### src/rtl/byte_lane_dly_seq.sv
// Delay-programming sequencer: keeps a shadow table of per-lane IDELAY/ODELAY values,
// streams it into the byte lanes on request and commits it with one common set pulse.
module byte_lane_dly_seq #(
    parameter int unsigned NUM_LANES     = 2,
    parameter int unsigned SETTLE_CYCLES = 3
) (
    input  logic                 clk_div,
    input  logic                 rst,
    input  logic                 wr_en_i,
    input  logic [1:0]           wr_lane_i,
    input  logic [4:0]           wr_addr_i,
    input  logic [7:0]           wr_data_i,
    input  logic [1:0]           rd_lane_i,
    input  logic [4:0]           rd_addr_i,
    output logic [7:0]           rd_data_o,
    input  logic                 apply_i,
    output logic                 busy_o,
    output logic                 done_o,
    output logic [7:0]           dly_data_o,
    output logic [4:0]           dly_addr_o,
    output logic [NUM_LANES-1:0] ld_delay_o,
    output logic                 set_o
);

    localparam int unsigned DW    = 8;
    localparam int unsigned AW    = 5;
    localparam int unsigned CW    = 4;
    localparam int unsigned NSLOT = 19;
    localparam int unsigned LW    = (NUM_LANES > 1) ? $clog2(NUM_LANES) : 1;
    localparam logic [LW-1:0] LAST_LANE = LW'(NUM_LANES - 1);

    typedef enum logic [1:0] {S_IDLE, S_LOAD, S_SET, S_SETTLE} state_t;

    function automatic logic [LW-1:0] lane_map(input logic [1:0] l);
        return LW'(32'(l) % NUM_LANES);
    endfunction

    function automatic logic addr_valid(input logic [AW-1:0] a);
        return (a <= AW'(9)) || ((a >= AW'(16)) && (a <= AW'(24)));
    endfunction

    // Compacts the sparse lane address map into 19 dense slots; holes map to slot 0.
    function automatic logic [AW-1:0] slot_of(input logic [AW-1:0] a);
        if (a <= AW'(9)) return a;
        else if ((a >= AW'(16)) && (a <= AW'(24))) return a - AW'(6);
        else return '0;
    endfunction

    logic [DW-1:0]        tbl_q [NUM_LANES][NSLOT];

    state_t               state_q, state_d;
    logic [LW-1:0]        lane_q, lane_d;
    logic [AW-1:0]        addr_q, addr_d;
    logic [CW-1:0]        cnt_q, cnt_d;
    logic                 pend_q, pend_d;
    logic                 busy_q, busy_d;
    logic                 done_q, done_d;
    logic                 set_q, set_d;
    logic [NUM_LANES-1:0] ld_q, ld_d;
    logic [DW-1:0]        dly_data_q, dly_data_d;
    logic [AW-1:0]        dly_addr_q, dly_addr_d;
    logic [DW-1:0]        rd_data_q, rd_data_d;

    logic [LW-1:0]        wr_lane_idx, rd_lane_idx, seq_lane;
    logic [AW-1:0]        seq_addr;
    logic [DW-1:0]        seq_val;

    assign wr_lane_idx = lane_map(wr_lane_i);
    assign rd_lane_idx = lane_map(rd_lane_i);
    assign seq_lane    = (state_q == S_IDLE) ? '0 : lane_q;
    assign seq_addr    = (state_q == S_IDLE) ? '0 : addr_q;
    assign seq_val     = tbl_q[seq_lane][slot_of(seq_addr)];
    assign rd_data_d   = addr_valid(rd_addr_i) ? tbl_q[rd_lane_idx][slot_of(rd_addr_i)] : '0;

    // Shadow table survives rst so a reset mid-pass does not lose programmed values.
    always_ff @(posedge clk_div) begin
        if (wr_en_i && addr_valid(wr_addr_i)) begin
            tbl_q[wr_lane_idx][slot_of(wr_addr_i)] <= wr_data_i;
        end
    end

    always_comb begin
        state_d    = state_q;
        lane_d     = lane_q;
        addr_d     = addr_q;
        cnt_d      = cnt_q;
        pend_d     = pend_q;
        busy_d     = busy_q;
        done_d     = 1'b0;
        set_d      = 1'b0;
        ld_d       = '0;
        dly_data_d = dly_data_q;
        dly_addr_d = dly_addr_q;

        unique case (state_q)
            S_IDLE: begin
                // A pending pass re-enters LOAD already emitting slot 0, keeping the
                // same done-to-done spacing as a pass started by apply.
                if (pend_q) begin
                    state_d    = S_LOAD;
                    busy_d     = 1'b1;
                    pend_d     = 1'b0;
                    lane_d     = '0;
                    addr_d     = AW'(1);
                    ld_d       = NUM_LANES'(1);
                    dly_data_d = seq_val;
                    dly_addr_d = '0;
                end else if (apply_i) begin
                    state_d = S_LOAD;
                    busy_d  = 1'b1;
                    lane_d  = '0;
                    addr_d  = '0;
                end
            end
            S_LOAD: begin
                ld_d       = NUM_LANES'(1) << lane_q;
                dly_data_d = seq_val;
                dly_addr_d = addr_q;
                if (addr_q == AW'(9)) begin
                    addr_d = AW'(16);
                end else if (addr_q == AW'(24)) begin
                    addr_d = '0;
                    if (lane_q == LAST_LANE) state_d = S_SET;
                    else                     lane_d  = lane_q + LW'(1);
                end else begin
                    addr_d = addr_q + AW'(1);
                end
            end
            S_SET: begin
                set_d   = 1'b1;
                cnt_d   = CW'(SETTLE_CYCLES);
                state_d = S_SETTLE;
            end
            S_SETTLE: begin
                if (cnt_q == CW'(1)) begin
                    state_d = S_IDLE;
                    done_d  = 1'b1;
                    busy_d  = 1'b0;
                end else begin
                    cnt_d = cnt_q - CW'(1);
                end
            end
        endcase

        // Requests arriving mid-pass, or a write alongside apply, collapse into one extra pass.
        if (((state_q != S_IDLE) && (apply_i || wr_en_i)) ||
            ((state_q == S_IDLE) && apply_i && wr_en_i)) begin
            pend_d = 1'b1;
        end
    end

    always_ff @(posedge clk_div or posedge rst) begin
        if (rst) begin
            state_q    <= S_IDLE;
            lane_q     <= '0;
            addr_q     <= '0;
            cnt_q      <= '0;
            pend_q     <= 1'b0;
            busy_q     <= 1'b0;
            done_q     <= 1'b0;
            set_q      <= 1'b0;
            ld_q       <= '0;
            dly_data_q <= '0;
            dly_addr_q <= '0;
            rd_data_q  <= '0;
        end else begin
            state_q    <= state_d;
            lane_q     <= lane_d;
            addr_q     <= addr_d;
            cnt_q      <= cnt_d;
            pend_q     <= pend_d;
            busy_q     <= busy_d;
            done_q     <= done_d;
            set_q      <= set_d;
            ld_q       <= ld_d;
            dly_data_q <= dly_data_d;
            dly_addr_q <= dly_addr_d;
            rd_data_q  <= rd_data_d;
        end
    end

    assign rd_data_o  = rd_data_q;
    assign busy_o     = busy_q;
    assign done_o     = done_q;
    assign set_o      = set_q;
    assign ld_delay_o = ld_q;
    assign dly_data_o = dly_data_q;
    assign dly_addr_o = dly_addr_q;

endmodule

### config.mk
export PLATFORM = sky130hd
export DESIGN_NAME = byte_lane_dly_seq
export DESIGN_NICKNAME = d
export VERILOG_FILES = /design/src/rtl/byte_lane_dly_seq.sv
export SDC_FILE = /design/constraint.sdc
export NUM_CORES = 1
export LEC_CHECK = 0
export CORE_UTILIZATION = 60
export CTS_CLUSTER_DIAMETER = 100
export DETAILED_ROUTE_END_ITERATION = 8
export HOLD_SLACK_MARGIN = 0.08
export PLACE_DENSITY_LB_ADDON = 0.15
export REMOVE_ABC_BUFFERS = 1
export SYNTH_ARGS = -nofsm -noshare
export SYNTH_HDL_FRONTEND = slang
export SYNTH_SLANG_ARGS = --single-unit
### constraint.sdc
create_clock -name clk_div -period 3.69 [get_ports clk_div]
set_input_delay 0.738 -clock clk_div [delete_from_list [all_inputs] [get_ports clk_div]]
set_output_delay 0.738 -clock clk_div [all_outputs]
set_load 0.05 [all_outputs]
==> impl_metrics.toml <==
[floorplanning]
core_um2 = 27900
start_util = 0.610
rows = 61
dieWidth_um = 170
ios = 52
dieArea_um2 = 29000
die_height_um = 170

[run]
cap_viol_max_count = 0

[power_and_ir_drop]
p_leak_nw = 6.96
p_sw_mw = 3.51
p_comb_frac = 0.273
p_seq_frac = 0.399
powerDensity_nw_per_um2 = 574
irDropWorstVdd_uv = 467
switching_share = 0.310
power_frac_clock = 0.328
internal_power_mw = 7.81

[setup_path]
cp.required_ns = 4.13
path_class = "register to register"
critPathCaptureType = "register"
cp.arrival_ns = 3.80
critPathMaxFanout = 8
start_kind = "register"

[cts]
cts_tree = "yes"
ctsHtreeMaxLevel = 2
cts_sinks = 343
numCtsBuffers = 38
root_buffer = "clkbuf_16"
clock_path_buffers = 3
cts-resized-gates = 0
clk-insertion-delay-late_ns = 0.53
clk_pin_slew_ns = 0.06
cts.hold.buffers_added = 0
cts_setup_buffers = 0

[timing]
drv_slew = 0
hold_viol_final = 0
rsz0062_at_grt = "false"
setup_violations = 0
clock.fmax_mhz = 298
slew_headroom = 0.329
fin_crit_sh = 0.909
skew_ns = 0.0140
worst_pin_slew_ns = 1.00
setup_ws_ns = 0.335
layout_min_cycle_time_ns = 3.35

[yosys]
yosysTopAreaCell = "edfxtp_1"
yosys.area_share.simple = 0.114
synth_top_family_by_area = "multiplexers"
synthTopCellsByArea = "edfxtp_1, mux4_2, dfrtp_1"
synth_fa_ha_area_frac = 0.0110
synth_compound_area_frac = 0.0623
synthCells = 1219
synthMuxAreaShare = 0.189
synth_area_per_cell_um2 = 13.9
synth_top_area_frac = 0.537
synth.yosys.seq_area_share = 0.594
async_reset_ff_frac = 0.114
synth_xor_area_frac = 0.000515
syn_area_um2 = 17000
ys_ff_latch = 343
yosys_warnings = 0
synth_commonest_cells = "edfxtp_1, nand2_1, mux4_2"
synth_enable_flop_cells = 304
synth.most_common_cell = "edfxtp_1"
synthFlopType = "edfxtp_1"
ys_types = 70

[routing]
met3_wirelength_um = 5630
wl_um = 46200
drc_errors = 0
num_vias = 11800
top_layer_used = "met4"
detail-route-antenna-nets = 0
drtIter0Drc = 1780
dr_wl_met2_um = 21700
routed_via_density = 6.76
firstDrtPassIters = 7
wl_met1_um = 17600
wl_per_cell_um = 26.6

[cells_and_area]
antenna_cells = 0
final.fill_count = 1831
stdcell_count = 1739
layout-drive-gt1-share = 0.226
fin_util = 0.708
syn_to_final_growth_pct = 16.0
finalNetCount = 1372

[global_routing]
grt_pass1_wl_um = 68900
grt_usage = 0.329
grt_antenna_before_repair = 0
grt-ovfl-total = 0
grt_max_degree = 46
grt_pass1_vias = 11100

[placement]
placedCellCount = 1669
place.gp.congestion = 0.902
dpl_worst_slack_ns = 0.119
port_buffers = 49
dp_hpwl_um = 30400

[status]
outcome = "finished, final reports clean"

[hold_path]
hp-class = "register to register"
critical path, cell delays in order, from the launching register on:
cell and delay [ns]:
dfrtp_1 0.37, inv_1 0.08, ha_1 0.22, inv_1 0.15
nand2_1 0.11, ha_1 0.23, nor2b_1 0.17, o311ai_4 0.32
a31oi_4 0.22, or4_1 0.76, nand2b_1 0.24, and4_4 0.21
a31oi_1 0.16
cell families after synthesis:
kind of cell               Yosys count
xor gates and xnor gates             1
DFF                                343
and+or+nand+nor                    415
muxes                              196
AOI/OAI and AO/OA                  147
adders and majority gates           15
buffers and inverters              102
through the flow:
step | setup TNS (ns) | area (um2) | power (mW) | hold WS (ns)
final | 0 | 19700 | 11.3 | 0.503
after floorplan | -39.72 | 16600 | 6.53 | 0.475
after global placement | 0 | 18500 | 7.58 | 0.482
after global routing | 0 | 19700 | 11.7 | 0.518
after CTS | 0 | 19700 | 11.3 | 0.504
after detailed placement | 0 | 18500 | 7.64 | 0.485
sequential cells by signal (all words and copies together) (netlist names):
signal,cells
dly_data_o,8
done_o,1
pend_q,1
addr_q,5
tbl_q,304
set_o,1
rd_data_o,8
state_q,2
cnt_q,4
dly_addr_o,5
ld_delay_o,2
lane_q,1
busy_o,1
per-layer routing:
layer | GRT usage | vias up
met5 | 0 | -
li1 | - | 4960
met3 | 0.0521 | 97
met1 | 0.476 | 5871
met4 | 0.0999 | 0
met2 | 0.519 | 822
worst paths after layout:
| kind | end | cells after the start | start | slack (ns) |
|---|---|---|---|---|
| setup / recovery | dly_data_o[0]$_DFFE_PP0P_ | 12 | state_q[0]$_DFFE_PP0P_ | 0.34 |
| hold / removal | dly_addr_o[0]$_DFFE_PP0P_ | 1 | dly_addr_o[0]$_DFFE_PP0P_ | 0.50 |
| setup reg to reg | dly_data_o[0]$_DFFE_PP0P_ | 12 | state_q[0]$_DFFE_PP0P_ | 0.34 |
| hold reg to reg | dly_addr_o[0]$_DFFE_PP0P_ | 1 | dly_addr_o[0]$_DFFE_PP0P_ | 0.50 |
| max in group asynchronous | rd_data_o[0]$_DFF_PP0_ | 3 | rst | 2.22 |
| min in group asynchronous | cnt_q[1]$_DFFE_PP0P_ | 2 | rst | 0.70 |
placed cells by master, fill, tap and decap left out, drive strengths merged, types with 4 or more instances in the layout:
cell / n
inv: 21
nor2: 62
a31oi: 19
nand2: 191
clkinv: 14
buf: 106
nand3: 77
nor4: 5
o22a: 6
dfrtp: 39
edfxtp: 304
clkbuf: 51
o21ai: 24
clkdlybuf4s50: 48
ha: 15
mux2i: 83
or2: 4
a21oi: 34
nor3: 14
and4: 6
o31ai: 6
mux4: 98
nand2b: 19
nor2b: 10
o221ai: 6
mux2: 15
a32oi: 8
a221oi: 6
and2: 7
a22o: 8
power groups by stage:
stage	Combinational (mW)	Sequential, mW	Clock, mW
2_1_floorplan	1.66	4.87	0
3_3_place_gp	2.99	4.59	0
3_5_place_dp	3.04	4.60	0
4_1_cts	3.06	4.52	3.72
5_1_grt	3.30	4.53	3.86
6_report	3.10	4.52	3.71
cell type report:
type | instances | area, um2 | area share
clock buffers | 51 | 1070 | 0.0544
well taps | 378 | 473 | 0.0240
inverters | 20 | 75.1 | 0.00381
clock inverters | 19 | 154 | 0.00780
flip-flops and latches | 343 | 10100 | 0.512
repair buffers | 154 | 1400 | 0.0710
multi-input cells | 774 | 6440 | 0.327
(Power assumes the default switching activity.)
